==> src/rtl/io_write_arbiter.sv <==
// Round-robin arbiter that shares the display output-port write bus between NREQ requesters.
// Each grant issues exactly one write; unmapped addresses are consumed and flagged on err.
module io_write_arbiter #(
    parameter int NREQ    = 3,
    parameter int GAP_CYC = 0
) (
    input  logic                 io_clk,
    input  logic                 clrn,
    input  logic [NREQ-1:0]      req,
    input  logic [NREQ*32-1:0]   req_addr,
    input  logic [NREQ*32-1:0]   req_data,
    output logic [NREQ-1:0]      gnt,
    output logic [31:0]          io_addr,
    output logic [31:0]          io_data,
    output logic                 write_io_enable,
    output logic                 err,
    output logic                 busy
);
    localparam int PW = (NREQ > 1) ? $clog2(NREQ) : 1;

    typedef enum logic [1:0] {IDLE = 2'd0, WRITE = 2'd1, GAP = 2'd2} state_t;

    state_t          state_reg, state_next;
    logic [PW-1:0]   rr_ptr_reg, rr_ptr_next;
    logic [3:0]      gap_cnt_reg, gap_cnt_next;

    logic [NREQ-1:0] gnt_next;
    logic [31:0]     io_addr_next, io_data_next;
    logic            wen_next, err_next, busy_next;

    logic [NREQ-1:0] at_or_above, upper_req, cand_req, pick_oh;
    logic [PW-1:0]   sel_idx;
    logic [31:0]     sel_addr, sel_data;
    logic            sel_mapped, take;

    // Requesters at or above the pointer win first; otherwise wrap to the lowest set index.
    generate
        for (genvar gi = 0; gi < NREQ; gi++) begin : g_mask
            assign at_or_above[gi] = (PW'(gi) >= rr_ptr_reg);
        end
    endgenerate

    assign upper_req = req & at_or_above;
    assign cand_req  = (|upper_req) ? upper_req : req;
    assign pick_oh   = cand_req & (~cand_req + NREQ'(1));

    always_comb begin
        sel_idx  = '0;
        sel_addr = '0;
        sel_data = '0;
        for (int j = 0; j < NREQ; j++) begin
            if (pick_oh[j]) begin
                sel_idx  = PW'(j);
                sel_addr = req_addr[j*32 +: 32];
                sel_data = req_data[j*32 +: 32];
            end
        end
    end

    assign sel_mapped = (sel_addr[7:2] == 6'h20) || (sel_addr[7:2] == 6'h21) ||
                        (sel_addr[7:2] == 6'h22);
    assign take       = (state_reg == IDLE) && (|req);

    always_ff @(posedge io_clk or negedge clrn) begin
        if (!clrn) begin
            state_reg       <= IDLE;
            rr_ptr_reg      <= '0;
            gap_cnt_reg     <= '0;
            gnt             <= '0;
            io_addr         <= '0;
            io_data         <= '0;
            write_io_enable <= 1'b0;
            err             <= 1'b0;
            busy            <= 1'b0;
        end else begin
            state_reg       <= state_next;
            rr_ptr_reg      <= rr_ptr_next;
            gap_cnt_reg     <= gap_cnt_next;
            gnt             <= gnt_next;
            io_addr         <= io_addr_next;
            io_data         <= io_data_next;
            write_io_enable <= wen_next;
            err             <= err_next;
            busy            <= busy_next;
        end
    end

    always_comb begin
        state_next   = state_reg;
        rr_ptr_next  = rr_ptr_reg;
        gap_cnt_next = gap_cnt_reg;
        case (state_reg)
            IDLE: begin
                if (take) begin
                    state_next  = WRITE;
                    rr_ptr_next = (sel_idx == PW'(NREQ - 1)) ? '0 : sel_idx + 1'b1;
                end
            end
            WRITE: begin
                if (GAP_CYC == 0) begin
                    state_next = IDLE;
                end else begin
                    state_next   = GAP;
                    gap_cnt_next = 4'(GAP_CYC - 1);
                end
            end
            GAP: begin
                if (gap_cnt_reg == 4'd0) begin
                    state_next = IDLE;
                end else begin
                    gap_cnt_next = gap_cnt_reg - 1'b1;
                end
            end
            default: state_next = IDLE;
        endcase
    end

    // Address/data only update on a new grant so the bus holds the last write afterwards.
    always_comb begin
        gnt_next     = take ? pick_oh : '0;
        io_addr_next = take ? sel_addr : io_addr;
        io_data_next = take ? sel_data : io_data;
        wen_next     = take && sel_mapped;
        err_next     = take && !sel_mapped;
        busy_next    = (state_next != IDLE);
    end
endmodule
==> config.mk <==
export PLATFORM = sky130hd
export DESIGN_NAME = io_write_arbiter
export DESIGN_NICKNAME = d
export VERILOG_FILES = /design/src/rtl/io_write_arbiter.sv
export SDC_FILE = /design/constraint.sdc
export NUM_CORES = 1
export LEC_CHECK = 0
export ABC_AREA = 1
export BUFFER_PORTS_ARGS = -buffer_cell sky130_fd_sc_hd__buf_2
export CORE_AREA = 2 2 103 105
export CTS_CLUSTER_DIAMETER = 40
export DETAILED_ROUTE_END_ITERATION = 8
export DIE_AREA = 0 0 105 107
export GPL_TIMING_DRIVEN = 0
export PLACE_DENSITY = 0.8
export SKIP_CTS_REPAIR_TIMING = 1
export SYNTH_ARGS = -nofsm -noshare
export SYNTH_HDL_FRONTEND = slang
export SYNTH_SLANG_ARGS = --single-unit
==> constraint.sdc <==
create_clock -name io_clk -period 4.13 [get_ports io_clk]
set_input_delay 1.239 -clock io_clk [delete_from_list [all_inputs] [get_ports io_clk]]
set_output_delay 1.239 -clock io_clk [all_outputs]
set_load 0.05 [all_outputs]
==> results.sh, run 1 <==
export IMPL_clock_path_buffers=2
export IMPL_critPathKind="in -> reg"
export IMPL_seq_area_frac_synth_pct=44.8
export IMPL_syn_to_final_growth_pct=39.1
export IMPL_core_area_um2=10100
export IMPL_finalNetCount=1010
export IMPL_startpoint_type="primary input"
export IMPL_drv_cap=0
export IMPL_dr_pass1_iters=4
export IMPL_fillers=969
export IMPL_critPathCapture="io_addr[0]$_DFFE_PN0P_"
export IMPL_drc_errors=0
export IMPL_dieArea_um2=11200
export IMPL_die_height_um=107
export IMPL_tightest_slew_ps=499
export IMPL_hold_viol_final=0
export IMPL_yosysWarnings=0
export IMPL_antennaDiodeCount=0
export IMPL_routed_via_density=4.92
export IMPL_crit_start="req[1]"
export IMPL_crit_arrival_ps=2580
export IMPL_grt_antenna_before_repair=0
export IMPL_fmax_ghz=0.431
export IMPL_rr_startpoint="rr_ptr_reg[0]$_DFFE_PN0P_"
export IMPL_clock_sinks=78
export IMPL_gr_usage_all_layers_pct=25.5
export IMPL_cts_tree="done"
export IMPL_avgSynthCellArea_um2=8.16
export IMPL_grt_pass1_vias=4610
export IMPL_synth_area_leaders="dfrtp_1 45%, nand2_1 17%, a41oi_2 9.3%"
export IMPL_synth_cells=534
export IMPL_syn_area_um2=4360
export IMPL_fin_skew_ps=10.1
export IMPL_initial_core_util_pct=43.2
export IMPL_ir_drop_uv=317
export IMPL_place_hpwl_um=11100
export IMPL_grt_pass1_wl_um=22700
export IMPL_slew_violations=0
export IMPL_rows=37
export IMPL_rsz0062_at_grt="false"
export IMPL_h_tree_depth=3
export IMPL_powerDensity_nw_per_um2=566
export IMPL_final_cell_mix="278 x buf_2, 196 x nand2_1, 78 x dfrtp_1"
export IMPL_run_status="complete, no violations"
export IMPL_cts_clk_slew_worst_paths_ps=80
export IMPL_drive_gt1_share_pct=44.7
export IMPL_dieWidth_um=105
export IMPL_crit_required_ps=4390
export IMPL_r2r_end="io_addr[0]$_DFFE_PN0P_"
export IMPL_ios=267
export IMPL_fin_crit_ps=2320
export IMPL_syn_nets=732
export IMPL_hold_depth=1
export IMPL_yosys_area_top_type="dfrtp_1"
export IMPL_root_buffer="clkbuf_8"
export IMPL_grt_max_degree=47
export IMPL_ys_ff_latch=78
export IMPL_min_period_over_period_pct=56.2
export IMPL_max_slew_margin_pct=66.8
export IMPL_rr_worst_depth=8
export IMPL_io_buffers=266
export IMPL_layout_commonest_cell="buf_2"
export IMPL_r2r_slack_ps=2440
export IMPL_crit_path_end_kind="register"
export IMPL_ant_nets=0
export IMPL_cellLeakagePower_nw=3.08
export IMPL_drt_wl_total_um=14300
export IMPL_yosysTopAreaCellShare_pct=44.8
export IMPL_drt_iter0_markers=313
export IMPL_setup_tns_ps=0
export IMPL_synth_cell_type_count=25
export IMPL_cts_buffers=9
export IMPL_clock_latency_ps=340
export IMPL_setup_viol=0
export IMPL_hold_path_class="reg -> reg"
export IMPL_crit_path_max_fanout=10
export IMPL_wl_per_cell_um=15.0
export IMPL_dpl_instance_area_um2=5890
export IMPL_final_area_um2=6060
export IMPL_gp_congestion=0.841
export IMPL_vias=4684
export IMPL_grt_ovfl_total=0
[power breakdown]
| group | internal, W | leakage (nW) | total [W] | switching [W] |
|---|---|---|---|---|
| Combinational | 0.000481 | 2.07 | 0.00182 | 0.00134 |
| Clock | 0.000231 | 0.0804 | 0.000517 | 0.000286 |
| Sequential | 0.000981 | 0.929 | 0.00109 | 0.000108 |
[cell usage after synthesis (all sizes together)]
| cell | count |
|---|---|
| nand3 | 20 |
| ha | 1 |
| nor3 | 1 |
| o21ai | 31 |
| buf | 30 |
| a41oi | 34 |
| inv | 42 |
| o21bai | 1 |
| a21oi | 1 |
| nor2 | 48 |
| dfrtp | 78 |
| clkbuf | 4 |
| xor2 | 1 |
| a21boi | 1 |
| nand4 | 24 |
| nand2 | 216 |
| clkinv | 1 |
[worst min path at each step]
stage,slack [ps],start,endpoint
5_1_grt,500,gap_cnt_reg[3]$_DFFE_PN0P_,gap_cnt_reg[3]$_DFFE_PN0P_
3_5_place_dp,460,gap_cnt_reg[3]$_DFFE_PN0P_,gap_cnt_reg[3]$_DFFE_PN0P_
6_report,470,gap_cnt_reg[3]$_DFFE_PN0P_,gap_cnt_reg[3]$_DFFE_PN0P_
3_3_place_gp,460,gap_cnt_reg[3]$_DFFE_PN0P_,gap_cnt_reg[3]$_DFFE_PN0P_
2_1_floorplan,440,gap_cnt_reg[0]$_DFFE_PN0P_,gap_cnt_reg[0]$_DFFE_PN0P_
4_1_cts,470,gap_cnt_reg[3]$_DFFE_PN0P_,gap_cnt_reg[3]$_DFFE_PN0P_
[cell families after synthesis]
family | count (synthesis) | share of synthesized area, %
simple gates | 309 | 30.1
flops | 78 | 44.8
buf+inv | 77 | 9.10
compound gates | 68 | 15.5
xor+xnor | 1 | 0.201
fa+ha+maj | 1 | 0.287
[area by class of cell]
class,instances,area (um2),share of cell area (%)
Timing Repair Buffer,267,1360,22.5
Clock buffer,10,138,2.27
Multi-Input combinational cell,379,2010,33.1
Inverter,43,163,2.68
Tap cell,136,170,2.81
Sequential cell,78,1950,32.2
Clock inverter,5,36.3,0.599
Buffer,34,234,3.86
[metrics by stage]
step / total power (W) / worst slack, ps / util [%] / hold slack (ps) / std cells
final: 0.00343 / 1810 / 60.1 / 470 / 952
after global routing: 0.00362 / 1650 / 60.1 / 503 / 952
after CTS: 0.00346 / 1780 / 60.1 / 472 / 952
after detailed placement: 0.00293 / 1430 / 58.3 / 460 / 937
after global placement: 0.00290 / 1250 / 58.0 / 455 / 936
after floorplan: 0.00241 / 1930 / - / 442 / 534
[metal layers]
layer  global-route usage [%]  part of all wire, %  routed length (um)  vias up
met5                        0                    0                   0        -
met4                     8.57                  1.9                 271        0
met2                     45.2                   50                7230      216
met3                     4.32                  6.3                 899       25
li1                         -                    -                   -     2300
met1                     31.5                   41                5930     2143
[worst max-delay path, stage by stage]
cell	delay, ps
buf_2	140
nor2_1	60
nand2_1	80
nand3_2	150
inv_2	140
buf_4	200
buf_2	280
nor2_1	90
a41oi_2	170
Power figures use the tool's default switching activity.
==> inputs of run 2 (changes only) <==
Settings changed: CORE_AREA 2 2 103 105 to unset, CORE_ASPECT_RATIO set to 0.9, CORE_MARGIN set to 2, CORE_UTILIZATION set to 39, DIE_AREA 0 0 105 107 to unset, PLACE_DENSITY 0.8 to 0.77.
Clock period 4.13 ns to 1.9 ns, I/O delays scaled along.
==> run 2 against run 1 <==
Effect of this change: utilization fell by 3.0 points; worst hold slack got worse by 290 ps; sequential share of layout area fell by 0.66 points; combinational power rose by 120%; first-iteration DRC count fell by 16%; sequential power rose by 120%; critical endpoint is now io_data[8]$_DFFE_PN0P_; largest cell class unchanged.
==> results.sh, run 2 (synthesized netlist as in run 1, its figures left out) <==
export IMPL_crit_required_ps=2120
export IMPL_gr_usage_all_layers_pct=23.7
export IMPL_setup_tns_ps=0
export IMPL_min_period_over_period_pct=88.1
export IMPL_holdWs_ps=179
export IMPL_power_frac_seq_pct=29.9
export IMPL_ir_drop_uv=693
export IMPL_place_hpwl_um=11300
export IMPL_dr_pass1_iters=5
export IMPL_fin_crit_ps=1670
export IMPL_crit_path_end_kind="register"
export IMPL_crit_chain="buf_2, inv_1, nand2_1, nand3_2, inv_2, clkbuf_1, nand4_1, o21ai_0, inv_1"
export IMPL_run_status="complete, no violations"
export IMPL_grt_antenna_before_repair=0
export IMPL_cts_clk_slew_worst_paths_ps=60
export IMPL_ant_nets=0
export IMPL_p_switching_w=0.00392
export IMPL_slowest_stage="clkbuf_1"
export IMPL_cellLeakagePower_nw=3.13
export IMPL_p_sw_share_pct=49.0
export IMPL_combPwrFrac_pct=49.6
export IMPL_syn_to_final_growth_pct=42.1
export IMPL_drc_errors=0
export IMPL_p_total_w=0.00800
export IMPL_drt_iter0_markers=262
export IMPL_wl_per_cell_um=14.9
export IMPL_intPower_w=0.00408
export IMPL_crit_path_max_fanout=10
export IMPL_hold_viol_final=0
export IMPL_crit_path_frequent_cell="inv_1"
export IMPL_powerDensity_nw_per_um2=1290
export IMPL_final_cell_mix="278 x buf_2, 196 x nand2_1, 78 x dfrtp_1"
export IMPL_fin_skew_ps=8.25
export IMPL_crit_arrival_ps=1890
export IMPL_drv_cap=0
export IMPL_fmax_ghz=0.598
export IMPL_grt_max_degree=47
export IMPL_power_frac_clock_pct=20.4
export IMPL_setup_viol=0
export IMPL_slew_violations=0
export IMPL_drt_wl_total_um=14400
export IMPL_drive_gt1_share_pct=44.8
export IMPL_critPathKind="in -> reg"
export IMPL_die_height_um=104
export IMPL_clock_latency_ps=330
export IMPL_h_tree_depth=3
export IMPL_root_buffer="clkbuf_16"
export IMPL_rows=36
export IMPL_layout_commonest_cell="buf_2"
export IMPL_max_slew_margin_pct=68.2
export IMPL_vias=4733
export IMPL_clock_path_buffers=2
export IMPL_hold_path_class="in -> async"
export IMPL_antennaDiodeCount=0
export IMPL_tightest_slew_ps=477
export IMPL_dieArea_um2=12000
export IMPL_finalNetCount=1010
export IMPL_ios=267
export IMPL_rsz0062_at_grt="false"
export IMPL_startpoint_type="primary input"
export IMPL_cts_tree="done"
export IMPL_gp_congestion=0.900
export IMPL_slowest_delay_ps=400
export IMPL_grt_pass1_vias=4696
export IMPL_cts_buffers=9
export IMPL_initial_core_util_pct=40.1
export IMPL_grt_ovfl_total=0
export IMPL_clock_sinks=78
export IMPL_dieWidth_um=115
export IMPL_grt_pass1_wl_um=22400
export IMPL_io_buffers=266
export IMPL_core_area_um2=10900
export IMPL_routed_via_density=4.88
==> run 2: critical path, delay by kind of cell <==
| kind | cells | cell delay, ps |
|---|---|---|
| AO/OA/AOI/OAI | 1 | 120 |
| buffers and inverters | 5 | 780 |
| AND/OR/NAND/NOR | 3 | 400 |
==> run 2: path summary, 6_finish.rpt <==
path,cells after the start,end,slack (ps),from
worst min register to register,1,gap_cnt_reg[3]$_DFFE_PN0P_,470,gap_cnt_reg[3]$_DFFE_PN0P_
min in group io_clk,1,gap_cnt_reg[3]$_DFFE_PN0P_,470,gap_cnt_reg[3]$_DFFE_PN0P_
worst min-delay path,1,io_data[10]$_DFFE_PN0P_,180,clrn
worst max-delay path,9,io_data[8]$_DFFE_PN0P_,230,req[2]
max in group asynchronous,2,io_data[2]$_DFFE_PN0P_,1140,clrn
worst max register to register,11,io_data[8]$_DFFE_PN0P_,230,rr_ptr_reg[0]$_DFFE_PN0P_
==> run 2: layout make-up <==
cell class	count	area [um2]
Timing Repair Buffer	267	1360
Sequential cell	78	1950
Clock inverter	7	56.3
Clock buffer	9	225
Buffer	34	234
Multi-Input combinational cell	379	2010
Tap cell	152	190
Inverter	43	163
Fill cell	1065	4670
==> run 2: power by group through the flow <==
stage	Combinational [W]	Sequential [W]	Clock (W)
detailed placement	0.00400	0.00240	0
global placement	0.00395	0.00240	0
global route	0.00423	0.00244	0.00176
finish	0.00397	0.00239	0.00163
CTS	0.00400	0.00239	0.00168
floorplan	0.00121	0.00403	0
==> run 2: metal layers <==
metal | track usage (%) | routed length, um
met1 | 29.5 | 6030
met2 | 40.5 | 7120
met3 | 4.25 | 911
met4 | 9.29 | 360
met5 | 0 | 0
==> run 2: stage by stage <==
step                instance area, um2  utilization (%)  setup WS [ps]  cells
finish                            6190             57.0            227    969
global route                      6190             57.0           73.2    969
CTS                               6190             57.0            208    969
detailed placement                5910             54.4           -103    953
global placement                  5880             54.1           -330    952
floorplan                         4360                -            364    534
==> inputs of run 3 (changes only) <==
Settings changed: CORE_UTILIZATION 39 to 44, PLACE_DENSITY 0.77 to 0.82.
Clock period 1.9 ns to 1.8 ns, I/O delays scaled along.
==> run 3 against run 2 <==
Effect of this change: die area fell by 11%; combinational power is 5.3% higher; critical path type is now reg -> reg; register-to-register slack got worse by 70 ps; critical endpoint is now io_data[26]$_DFFE_PN0P_; routed wire length is 2.4% lower; largest power group unchanged; flip-flop and latch count did not move; clock power decreased by 17%; cell area shrank 1.8%; total power up 0.50%; worst hold slack got worse by 35 ps; count of clock-buffer cells in the layout increased by 1; via count shrank 0.13%.
==> results.sh, run 3 (synthesized netlist as in run 1, its figures left out) <==
export IMPL_syn_to_final_growth_pct=39.5
export IMPL_ant_nets=0
export IMPL_fin_crit_ps=1650
export IMPL_cts_buffers=9
export IMPL_slew_violations=0
export IMPL_drive_gt1_share_pct=44.8
export IMPL_grt_max_degree=41
export IMPL_fillers=899
export IMPL_cts_clk_slew_worst_paths_ps=90
export IMPL_regArea_um2=1950
export IMPL_p_total_w=0.00804
export IMPL_setup_tns_ps=0
export IMPL_routed_via_density=5.01
export IMPL_crit_required_ps=2060
export IMPL_setup_viol=0
export IMPL_dpl_instance_area_um2=5870
export IMPL_clock_sinks=78
export IMPL_fin_skew_ps=12.2
export IMPL_gp_congestion=0.864
export IMPL_startpoint_type="register"
export IMPL_finalNonFillerCells=943
export IMPL_dr_pass1_iters=4
export IMPL_drv_cap=0
export IMPL_ios=267
export IMPL_cts_tree="done"
export IMPL_h_tree_depth=3
export IMPL_root_buffer="clkbuf_8"
export IMPL_critPathKind="reg -> reg"
export IMPL_drc_errors=0
export IMPL_die_height_um=98.4
export IMPL_drt_wl_total_um=14100
export IMPL_antennaDiodeCount=0
export IMPL_layout_commonest_cell="buf_2"
export IMPL_final_area_um2=6080
export IMPL_crit_arrival_ps=1910
export IMPL_wl_per_cell_um=14.9
export IMPL_grt_antenna_before_repair=0
export IMPL_min_period_over_period_pct=91.4
export IMPL_grt_pass1_wl_um=21500
export IMPL_placed_cells=927
export IMPL_grt_use_met2_pct=45.3
export IMPL_hold_path_class="in -> async"
export IMPL_busiest_layer="met2"
export IMPL_clock_path_buffers=2
export IMPL_core_area_um2=9660
export IMPL_holdWs_ps=144
export IMPL_hold_viol_final=0
export IMPL_tightest_slew_ps=510
export IMPL_ir_drop_uv=698
export IMPL_crit_path_end_kind="register"
export IMPL_gr_usage_all_layers_pct=25.9
export IMPL_met1_usage_pct=31.1
export IMPL_grt_ovfl_total=0
export IMPL_dieWidth_um=109
export IMPL_io_buffers=266
export IMPL_run_status="complete, no violations"
export IMPL_initial_core_util_pct=45.1
export IMPL_crit_path_max_fanout=10
export IMPL_fmax_ghz=0.608
export IMPL_dieArea_um2=10700
export IMPL_drt_iter0_markers=186
export IMPL_clock_latency_ps=350
export IMPL_final_cell_mix="276 x buf_2, 196 x nand2_1, 78 x dfrtp_1"
export IMPL_vias=4727
export IMPL_powerDensity_nw_per_um2=1320
export IMPL_cellLeakagePower_nw=3.10
export IMPL_use_met3_pct=7.08
export IMPL_finalNetCount=1011
export IMPL_place_hpwl_um=10800
export IMPL_max_slew_margin_pct=66.0
export IMPL_rows=34
export IMPL_grt_pass1_vias=4508
export IMPL_multi_input_area_um2=2010
[run 3: per-layer routing]
metal / part of all wire [%] / vias to the layer above / wire length [um]
li1: - / 2302 / -
met1: 40 / 2200 / 5650
met2: 51 / 201 / 7110
met3: 7.7 / 24 / 1080
met4: 1.7 / 0 / 235
met5: 0 / - / 0
[run 3: critical path, stage by stage (launching register included)]
cell,delay (ps)
dfrtp_1,420
nand3_2,120
nand2_1,50
inv_1,200
nand2_2,100
clkinv_2,90
buf_6,170
buf_6,180
nand2_2,60
a41oi_2,170
[run 3: final cells by class]
cell class / instances / area share [%]
flip-flops and latches: 78 / 32.1
clock inverters: 5 / 0.968
clock buffers: 10 / 2.26
well taps: 126 / 2.59
plain buffers: 34 / 3.93
inverters: 43 / 2.68
repair buffers: 268 / 22.4
multi-input cells: 379 / 33.0
[run 3: worst paths after layout]
path	start	endpoint	slack (ps)	cells after the start
min in group io_clk	req_addr[80]	io_addr[16]$_DFFE_PN0P_	460	3
hold reg to reg	gap_cnt_reg[3]$_DFFE_PN0P_	gap_cnt_reg[3]$_DFFE_PN0P_	470	1
setup / recovery	rr_ptr_reg[1]$_DFFE_PN0P_	io_data[26]$_DFFE_PN0P_	150	9
max in group asynchronous	clrn	gap_cnt_reg[0]$_DFFE_PN0P_	1060	2
hold / removal	clrn	io_data[10]$_DFFE_PN0P_	140	1
setup reg to reg	rr_ptr_reg[1]$_DFFE_PN0P_	io_data[26]$_DFFE_PN0P_	150	9
[run 3: per-stage QoR]
step           utilization, %  setup WS, ps
2_1_floorplan               -           294
3_3_place_gp             60.5          -360
3_5_place_dp             60.8          -175
4_1_cts                  62.8           112
5_1_grt                  62.9         -7.58
6_report                 62.9           154
[run 3: power breakdown]
part | internal, W | leakage, nW | switching [W]
sequential | 0.00225 | 0.929 | 0.000256
clock | 0.000674 | 0.0948 | 0.000673
combinational | 0.00111 | 2.07 | 0.00308
total | 0.00403 | 3.10 | 0.00401
